===== src/rtl/gb_cpu_interrupt_ctrl.sv =====
// gb_cpu_interrupt_ctrl: interrupt controller for a Game Boy style CPU.
// Holds IF (0xFF0F) and IE (0xFFFF), the IME master enable with the delayed
// EI behaviour, and a three-state dispatch FSM (IDLE -> REQUEST -> VECTOR)
// that hands the decoder a request and then overwrites the PC low byte.
// Optional build macro: GB_INT_CANCEL_EN -- when defined the vector is chosen
// from IE&IF at the int_ack cycle, and may resolve to 8'h00 (cancelled
// dispatch, no IF bit cleared). When undefined the vector and IF bit are
// captured on entry to REQUEST.
// Handshake: int_req stays high for the whole REQUEST state; the decoder
// answers with a single-cycle int_ack once the PC push is done; the following
// cycle carries a single-cycle write_interrupt_vector with interrupt_vector.
module gb_cpu_interrupt_ctrl (
   input  logic        clk,
   input  logic        reset,
   input  logic [4:0]  irq_src,
   input  logic [15:0] bus_addr,
   input  logic [7:0]  bus_wdata,
   input  logic        bus_wren,
   output logic [7:0]  bus_rdata,
   input  logic        instr_boundary,
   input  logic        ei_cmd,
   input  logic        di_cmd,
   input  logic        reti_cmd,
   output logic        int_req,
   input  logic        int_ack,
   output logic        write_interrupt_vector,
   output logic [7:0]  interrupt_vector,
   output logic        int_pending,
   output logic        ime,
   output logic [1:0]  o_dbg_state
);

   typedef enum logic [1:0] {
      ST_IDLE    = 2'd0,
      ST_REQUEST = 2'd1,
      ST_VECTOR  = 2'd2
   } state_t;

   localparam logic [15:0] ADDR_IF = 16'hFF0F;
   localparam logic [15:0] ADDR_IE = 16'hFFFF;

   state_t     r_state;
   state_t     w_next_state;
   logic [7:0] r_ie;
   logic [4:0] r_if;
   logic       r_ime;
   logic       r_ei_delay;
   logic [7:0] r_vec;
   logic [4:0] r_clr;
   logic       w_take;
   logic [4:0] w_pend_mask;
   logic [4:0] w_sel;
   logic [4:0] w_if_base;
   logic [4:0] w_if_clr;

   // Map a one-hot interrupt selection to its vector low byte (0 if none).
   function automatic logic [7:0] vec_of(input logic [4:0] oh);
      logic [7:0] v;
      v = 8'h00;
      if (oh[0])      v = 8'h40;
      else if (oh[1]) v = 8'h48;
      else if (oh[2]) v = 8'h50;
      else if (oh[3]) v = 8'h58;
      else if (oh[4]) v = 8'h60;
      return v;
   endfunction

   assign w_pend_mask = r_ie[4:0] & r_if;
   // Isolate the lowest set bit: lowest index has highest priority.
   assign w_sel       = w_pend_mask & (~w_pend_mask + 5'd1);
   assign int_pending = |w_pend_mask;
   assign ime         = r_ime;
   assign o_dbg_state = r_state;

   // Register read mux; unmapped addresses read as zero.
   always_comb begin
      bus_rdata = 8'h00;
      if (bus_addr == ADDR_IF)      bus_rdata = {3'b111, r_if};
      else if (bus_addr == ADDR_IE) bus_rdata = r_ie;
   end

   // Next-state and outputs of the dispatch FSM.
   always_comb begin
      w_next_state           = r_state;
      w_take                 = 1'b0;
      int_req                = 1'b0;
      write_interrupt_vector = 1'b0;
      interrupt_vector       = 8'h00;
      case (r_state)
         ST_IDLE: begin
            // Uses the IME value from before this boundary, so an EI
            // taking effect here still lets the next instruction run.
            if (instr_boundary && r_ime && int_pending) begin
               w_take       = 1'b1;
               w_next_state = ST_REQUEST;
            end
         end
         ST_REQUEST: begin
            int_req = 1'b1;
            if (int_ack) w_next_state = ST_VECTOR;
         end
         ST_VECTOR: begin
            write_interrupt_vector = 1'b1;
            interrupt_vector       = r_vec;
            w_next_state           = ST_IDLE;
         end
         default: w_next_state = ST_IDLE;
      endcase
   end

   // IF: bus write or dispatch clear first, then request pulses on top so
   // a new request is never lost.
   always_comb begin
      w_if_base = (bus_wren && (bus_addr == ADDR_IF)) ? bus_wdata[4:0] : r_if;
      w_if_clr  = (r_state == ST_VECTOR) ? r_clr : 5'h00;
   end

   // FSM state register.
   always_ff @(posedge clk or negedge reset) begin
      if (!reset) r_state <= ST_IDLE;
      else        r_state <= w_next_state;
   end

   // IE / IF registers.
   always_ff @(posedge clk or negedge reset) begin
      if (!reset) begin
         r_ie <= 8'h00;
         r_if <= 5'h01;
      end else begin
         if (bus_wren && (bus_addr == ADDR_IE)) r_ie <= bus_wdata;
         r_if <= (w_if_base & ~w_if_clr) | irq_src;
      end
   end

   // IME and delayed-EI flag; later assignments take precedence (DI last).
   always_ff @(posedge clk or negedge reset) begin
      if (!reset) begin
         r_ime      <= 1'b0;
         r_ei_delay <= 1'b0;
      end else begin
         if (instr_boundary && r_ei_delay) begin
            r_ime      <= 1'b1;
            r_ei_delay <= 1'b0;
         end
         if (ei_cmd)   r_ei_delay <= 1'b1;
         if (reti_cmd) r_ime      <= 1'b1;
         if (w_take)   r_ime      <= 1'b0;
         if (di_cmd) begin
            r_ime      <= 1'b0;
            r_ei_delay <= 1'b0;
         end
      end
   end

   // Capture the serviced vector and its IF clear mask.
   always_ff @(posedge clk or negedge reset) begin
      if (!reset) begin
         r_vec <= 8'h00;
         r_clr <= 5'h00;
      end else begin
`ifdef GB_INT_CANCEL_EN
         if ((r_state == ST_REQUEST) && int_ack) begin
            r_vec <= vec_of(w_sel);
            r_clr <= w_sel;
         end
`else
         if (w_take) begin
            r_vec <= vec_of(w_sel);
            r_clr <= w_sel;
         end
`endif
      end
   end

endmodule


===== config.mk =====
export PLATFORM = sky130hd
export DESIGN_NAME = gb_cpu_interrupt_ctrl
export DESIGN_NICKNAME = d
export VERILOG_FILES = /design/src/rtl/gb_cpu_interrupt_ctrl.sv
export SDC_FILE = /design/constraint.sdc
export NUM_CORES = 1
export LEC_CHECK = 0
export CAP_MARGIN = 5
export CELL_PAD_IN_SITES_DETAIL_PLACEMENT = 0
export CELL_PAD_IN_SITES_GLOBAL_PLACEMENT = 1
export CORE_ASPECT_RATIO = 1.2
export CORE_MARGIN = 10
export CORE_UTILIZATION = 31
export CTS_CLUSTER_DIAMETER = 150
export DETAILED_ROUTE_END_ITERATION = 10
export MAX_ROUTING_LAYER = met4
export PLACE_DENSITY = 0.82
export SLEW_MARGIN = 40
export SYNTH_ARGS = -nofsm -noshare
export SYNTH_HDL_FRONTEND = slang
export SYNTH_SLANG_ARGS = --single-unit

===== constraint.sdc =====
create_clock -name clk -period 2.7 [get_ports clk]
set_clock_uncertainty 0.05 [all_clocks]
set_input_delay 0.675 -clock clk [delete_from_list [all_inputs] [get_ports clk]]
set_output_delay 0.675 -clock clk [all_outputs]
set_load 0.02 [all_outputs]

==> results.md, run 1 <==
* CTS clock-pin slew for the worst setup and hold paths at 0.09 ns
* Initial Utilization at between 30% and 40%
* Antenna-violating nets left at 0
* Crit path kind: input pin to output pin
* Pleak at 1.02 nW
* Synth area leader: dfrtp_1
* Post-Place Setup Slack at -0.752 ns
* Final #Nets at approximately 240
* Initial DRC Count at 77
* Register area share after synthesis at approximately half
* Cts bufs inserted at 3
* Dominant cell by count in the synthesized netlist: dfrtp_1
* Ant diodes at 0
* Placer Congestion at 0.783
* Internal at 0.000572 W
* Clock period minus worst slack at 2.59 ns
* Switching Fraction at 22.0%
* Final setup violation count at 0
* Synth top cells by count: dfrtp_1 (25), nand2_1 (21), mux2_4 (8)
* Std cell rows at 26
* Total gr overflow at 0
* Async SR Flop Fraction at 100%
* Final worst setup slack at approximately 0.11 ns
* CTS tree: done
* # IOs at around 60
* Crit path arrival time at between 1.5 and 2 ns
* Clock power frac at about a third
* Die X at between 80 and 90 µm
* Routed WL at slightly above 4 mm
* CP endpoint kind: output pin
* Routed vias at 1319
* Vias in the first global route at roughly 1.4k
* CP Launch Type: input pin
* Number of warnings issued by yosys at 0
* Layout cell share with drive strength beyond 1 at between 20% and 30%
* Clock Path Buffers at 2
* Post-DP HPWL at approximately 3.3 mm
* Post-synth EDFFs at 0
* Port bufs at 54
* Top post-synthesis cells by area: dfrtp_1 (46%), mux2_4 (8.9%), nand2_1 (5.8%), a22o_1 (3.9%), o311ai_0 (3.2%)
* Root Driver: clkbuf_8
* Final Cycle Share at a little over nine tenths
* Pwr Density at 351 mW/mm²
* Finished Cell Area at approximately 0.0021 mm²
* FMAX at approximately 390 MHz
* Initial antenna violation count at 0
* Worst endpoint required time at between 1.5 and 2 ns
* Die Span Y at 92.4 µm
* Hold Crit Class: register to register
* Status: completed
* CTS Hold Buffers Added at 0
* Post-route DRC at 0
* Initial DRT Pass Iterations at 4
* Sequential power share at about 54%
* H-tree Lvls at 1
* NetSw at approximately 0.00016 W
* Share of the synthesized area in the top cell type at 46.2%
* DR vias/cell at about 5.1
* Final Slew Violations at 0
* CTS sink cnt at 26
* First-pass GRT wire length at 6.74 mm
* Seq cells post-synth at 26
* Worst-skew pair later-pin latency at 0.28 ns
* DR WL/cell at ~16 µm
* Synth unique cells at 33
* Synthesized netlist cell count at 132
* Most used DFF post-synth: dfrtp_1
* Placed cell areas at about 0.0020 mm²
* Syn_area_per_cell at 10.3 µm²
* Gr usage total at between 10% and 20%
* MaxCap Viol Count at 0
* Total core area at 0.00423 mm²
* Pin count of the biggest net entering global routing at 27
* Area Overhead vs Synth at 54.3%
* Setup repair after global routing missed its margin: no
* Die area at 0.00743 mm²
* Comb pwr share at 11.8%
* Final number of hold-violating endpoints at 0
* Worst-path fanout max at 8
* Max IR drop VDD at about 170 µV
* Post-Syn Area at 0.00136 mm²
[worst paths after layout]
kind                             start            to  slack, ns  depth (start not counted)
max                        bus_addr[5]  bus_rdata[0]       0.11                          6
min                           r_vec[6]      r_vec[6]       0.42                          1
max reg2reg                    r_if[3]           ime       1.05                          5
min reg2reg                   r_vec[6]      r_vec[6]       0.42                          1
max in group asynchronous        reset       r_if[0]       1.60                          2
min in group asynchronous        reset      r_vec[6]       0.71                          2
[layer usage]
layer / wire length [µm] / vias up / GRT usage [%]
li1: - / 629 / -
met1: 1730 / 636 / 12.3
met2: 2090 / 50 / 19.9
met3: 291 / 4 / 3.09
met4: 47 / 0 / 3.09
met5: 0 / - / -
[registers in the layout, indices dropped and copies added, names as in the netlist]
register and count:
ime 1, r_ie 8, r_clr 5, r_ei_delay 1, o_dbg_state 2, r_vec 4
r_if 5
[power by group through the flow]
stage / Clock, W / Sequential [W] / Combinational (W)
after floorplan: 0 / 0.000402 / 0.0000198
after global placement: 0 / 0.000401 / 0.0000863
after detailed placement: 0 / 0.000401 / 0.0000885
after CTS: 0.000257 / 0.000393 / 0.0000847
after global routing: 0.000274 / 0.000394 / 0.0000950
final: 0.000254 / 0.000393 / 0.0000864
[timing repair]
item                                    4_1_cts  5_1_grt
endpoints found under the setup margin        8       16
gates resized for setup                      56       12
setup buffers                                 7        1
pin swaps                                     9        4
[worst max-delay path, cell delays in order]
cell	delay (ns)
dlygate4sd2_1	0.27
nand4_1	0.13
nor4_1	0.28
buf_4	0.22
a22o_1	0.16
buf_6	0.12
[cells by family (layout without fill, tap and decap cells)]
logic type / Yosys count / in the layout / share of synthesized area [%]
simple gates: 52 / 52 / 19.8
compound gates: 33 / 33 / 18.0
flops: 26 / 26 / 48.1
buf+inv: 12 / 80 / 4.99
other cells: 1 / 4 / 0.277
mux: 8 / 8 / 8.86
[layout by cell type, fill, tap and decap left out, types with 2 or more instances in the layout]
cell type	count
buf_4	21
a22o_1	6
and2_1	5
o21a_1	2
nand2b_1	2
clkbuf_8	4
conb_1	4
and4_1	2
mux2_4	8
nand4_1	5
a21oi_1	2
o311ai_0	3
dfrtp_1	25
nor2_1	2
clkdlybuf4s50_1	30
buf_2	3
buf_6	2
inv_1	4
o311ai_1	2
o21ai_0	5
dlygate4sd2_1	13
nand2_1	21
a31oi_1	5
nand3_1	6
clkbuf_2	3
a21o_1	3
[layout make-up]
class,instances,area (µm²)
Fill cell,428,2140
Multi-Input combinational cell,97,674
Sequential cell,26,652
Timing Repair Buffer,72,624
Tap cell,56,70.1
Clock buffer,4,55.1
Inverter,4,15.0
[stage by stage]
step	power, W	hold slack [ns]	utilization, %	cells	TNS [ns]
2_1_floorplan	0.000422	0.329	-	135	0
3_3_place_gp	0.000487	0.392	47.3	247	-5.51
3_5_place_dp	0.000489	0.400	47.3	247	-5.72
4_1_cts	0.000735	0.424	49.1	258	0
5_1_grt	0.000763	0.458	49.4	259	0
6_report	0.000734	0.417	49.4	259	0
(Power assumes the default switching activity.)
==> inputs of run 2 (changes only) <==
CORE_UTILIZATION = 28   (was 31)
PLACE_DENSITY = 0.78   (was 0.82)
clock period = 2.3 ns   (was 2.7 ns; I/O delays follow)
==> run 2 against run 1 <==
Against the previous run: power rose by 18%; final area rose by 11%; combinational power rose by 32%; worst hold slack got worse by 0.0037 ns; sequential share of layout area fell by 3.0 points; sequential power rose by 17%; first-iteration DRC count fell by 14%; critical path depth rose by 1; via count rose by 2.2%; highest routed layer unchanged.
==> results.md, run 2 (synthesized netlist as in run 1, its figures left out) <==
* Status: completed
* Routed vias at approximately 1.3k
* MaxCap Viol Count at 0
* Clock Path Buffers at 2
* Die Span Y at slightly below 100 µm
* Final setup violation count at 0
* Finished Cell Area at 0.00231 mm²
* Initial DRT Pass Iterations at 4
* Pleak at between 1 and 1.5 nW
* CP endpoint kind: output pin
* Die X at 83.5 µm
* Regs by FF count: r_ie: 8 flops, r_clr: 5 flops, r_if: 5 flops
* Area Overhead vs Synth at 70.7%
* Vias in the first global route at ~1.5k
* CP Launch Type: input pin
* Initial DRC Count at 66
* Hold Slack at 0.413 ns
* Post-route DRC at 0
* Hold Path Stages at 1
* Worst-skew pair later-pin latency at between 0.2 and 0.3 ns
* Number of flip-flops in the largest register at 8
* # IOs at 59
* Pin count of the biggest net entering global routing at 27
* R2r setup slk at ~0.69 ns
* Hold_sp: r_vec[6]
* Std cell rows at 27
* Placed cell areas at slightly above 0.002 mm²
* Setup repair after global routing missed its margin: yes
* Placer Congestion at between 0.7 and 0.8
* Final #Nets at roughly 250
* DR WL/cell at approximately 17 µm
* Ant diodes at 0
* Port bufs at 54
* Crit path kind: input pin to output pin
* Initial Utilization at between 20% and 30%
* Cts bufs inserted at 3
* Antenna-violating nets left at 0
* Total gr overflow at 0
* Root Driver: clkbuf_8
* Fillers at about 450
* Crit path arrival time at about 1.7 ns
* Max IR drop VDD at 191 µV
* CTS Hold Buffers Added at 0
* First-pass GRT wire length at slightly above 7 mm
* Final number of hold-violating endpoints at 0
* Commonest cells after routing, fill and taps aside: dfrtp_1 (25), clkdlybuf4s50_1 (25), buf_4 (24)
* CTS clock-pin slew for the worst setup and hold paths at approximately 0.090 ns
* CTS tree: done
* DR vias/cell at between 5 and 6
* Clock period minus worst slack at roughly 2.3 ns
* Final Slew Violations at 0
* Die area at between 0.008 and 0.009 mm²
* Worst-path fanout max at 8
* Final Cycle Share at 99.0%
* Post-DP HPWL at 3.17 mm
* Worst endpoint required time at 1.67 ns
* Most flops, register: r_ie
* Reg2Reg Depth at 5
* R2r startpoint: r_if[3]
* Pwr Density at 374 mW/mm²
* H-tree Lvls at 1
* Total core area at 0.00463 mm²
* Layout cell share with drive strength beyond 1 at 33.3%
* Initial antenna violation count at 0
* CTS sink cnt at 26
* Endpoint, Worst Hold: r_vec[6]
* Routed WL at roughly 4.5 mm
* Hold Crit Class: register to register
* FMAX at 439 MHz
* Gr usage total at 11.1%
* RR Endpoint: ime
==> run 2: timing repair <==
action,4_1_cts,5_1_grt
pin swaps,13,15
buffers inserted,12,2
gates cloned,1,0
setup endpoints to repair,21,13
gates resized for setup,108,24
==> run 2: layer usage <==
metal / vias up / part of all wire [%] / global-route usage, %
met5: - / 0 / -
met4: 0 / 1.6 / 3.35
met3: 6 / 6.3 / 3.04
met2: 58 / 50 / 19.4
met1: 639 / 42 / 12.1
li1: 645 / - / -
==> run 2: worst max-delay path by stage <==
stage	start	endpoint	slack, ns	depth (start not counted)
floorplan	bus_addr[6]	bus_rdata[0]	0.01	4
global placement	bus_addr[6]	bus_rdata[0]	-0.94	7
detailed placement	bus_addr[6]	bus_rdata[0]	-0.95	7
CTS	bus_addr[12]	bus_rdata[2]	0.0003	7
global route	bus_addr[7]	bus_rdata[1]	-0.07	7
finish	bus_addr[11]	bus_rdata[2]	0.02	7
==> run 2: per-stage QoR <==
stage	utilization, %	std cells	power, W	worst slack, ns	setup TNS [ns]
3_3_place_gp	43.8	251	0.000576	-0.938	-9.86
4_1_cts	48.2	268	0.000871	0.000279	0
3_5_place_dp	43.8	251	0.000576	-0.952	-10.00
2_1_floorplan	-	135	0.000496	0.0105	0
6_report	50.0	268	0.000865	0.0232	0
5_1_grt	50.0	268	0.000907	-0.0714	-0.289
==> run 2: cell type report <==
| type | instances | area (µm²) | share of cell area (%) |
|---|---|---|---|
| multi-input cells | 97 | 798 | 34.5 |
| inverters | 4 | 15.0 | 0.649 |
| well taps | 58 | 72.6 | 3.14 |
| clock buffers | 4 | 55.1 | 2.38 |
| flip-flops and latches | 26 | 652 | 28.2 |
| repair buffers | 79 | 721 | 31.2 |
==> run 2: power by group <==
group          internal [W]  total (W)  switching (W)
logic             0.0000650   0.000114      0.0000490
clock network      0.000153   0.000289       0.000136
registers          0.000460   0.000461     0.00000179
total              0.000677   0.000865       0.000187
==> run 2: worst max-delay path: stages <==
cell,delay (ns)
dlygate4sd2_1,0.19
nand4_1,0.11
buf_4,0.17
nor3_2,0.13
buf_4,0.19
a22o_1,0.17
buf_6,0.12
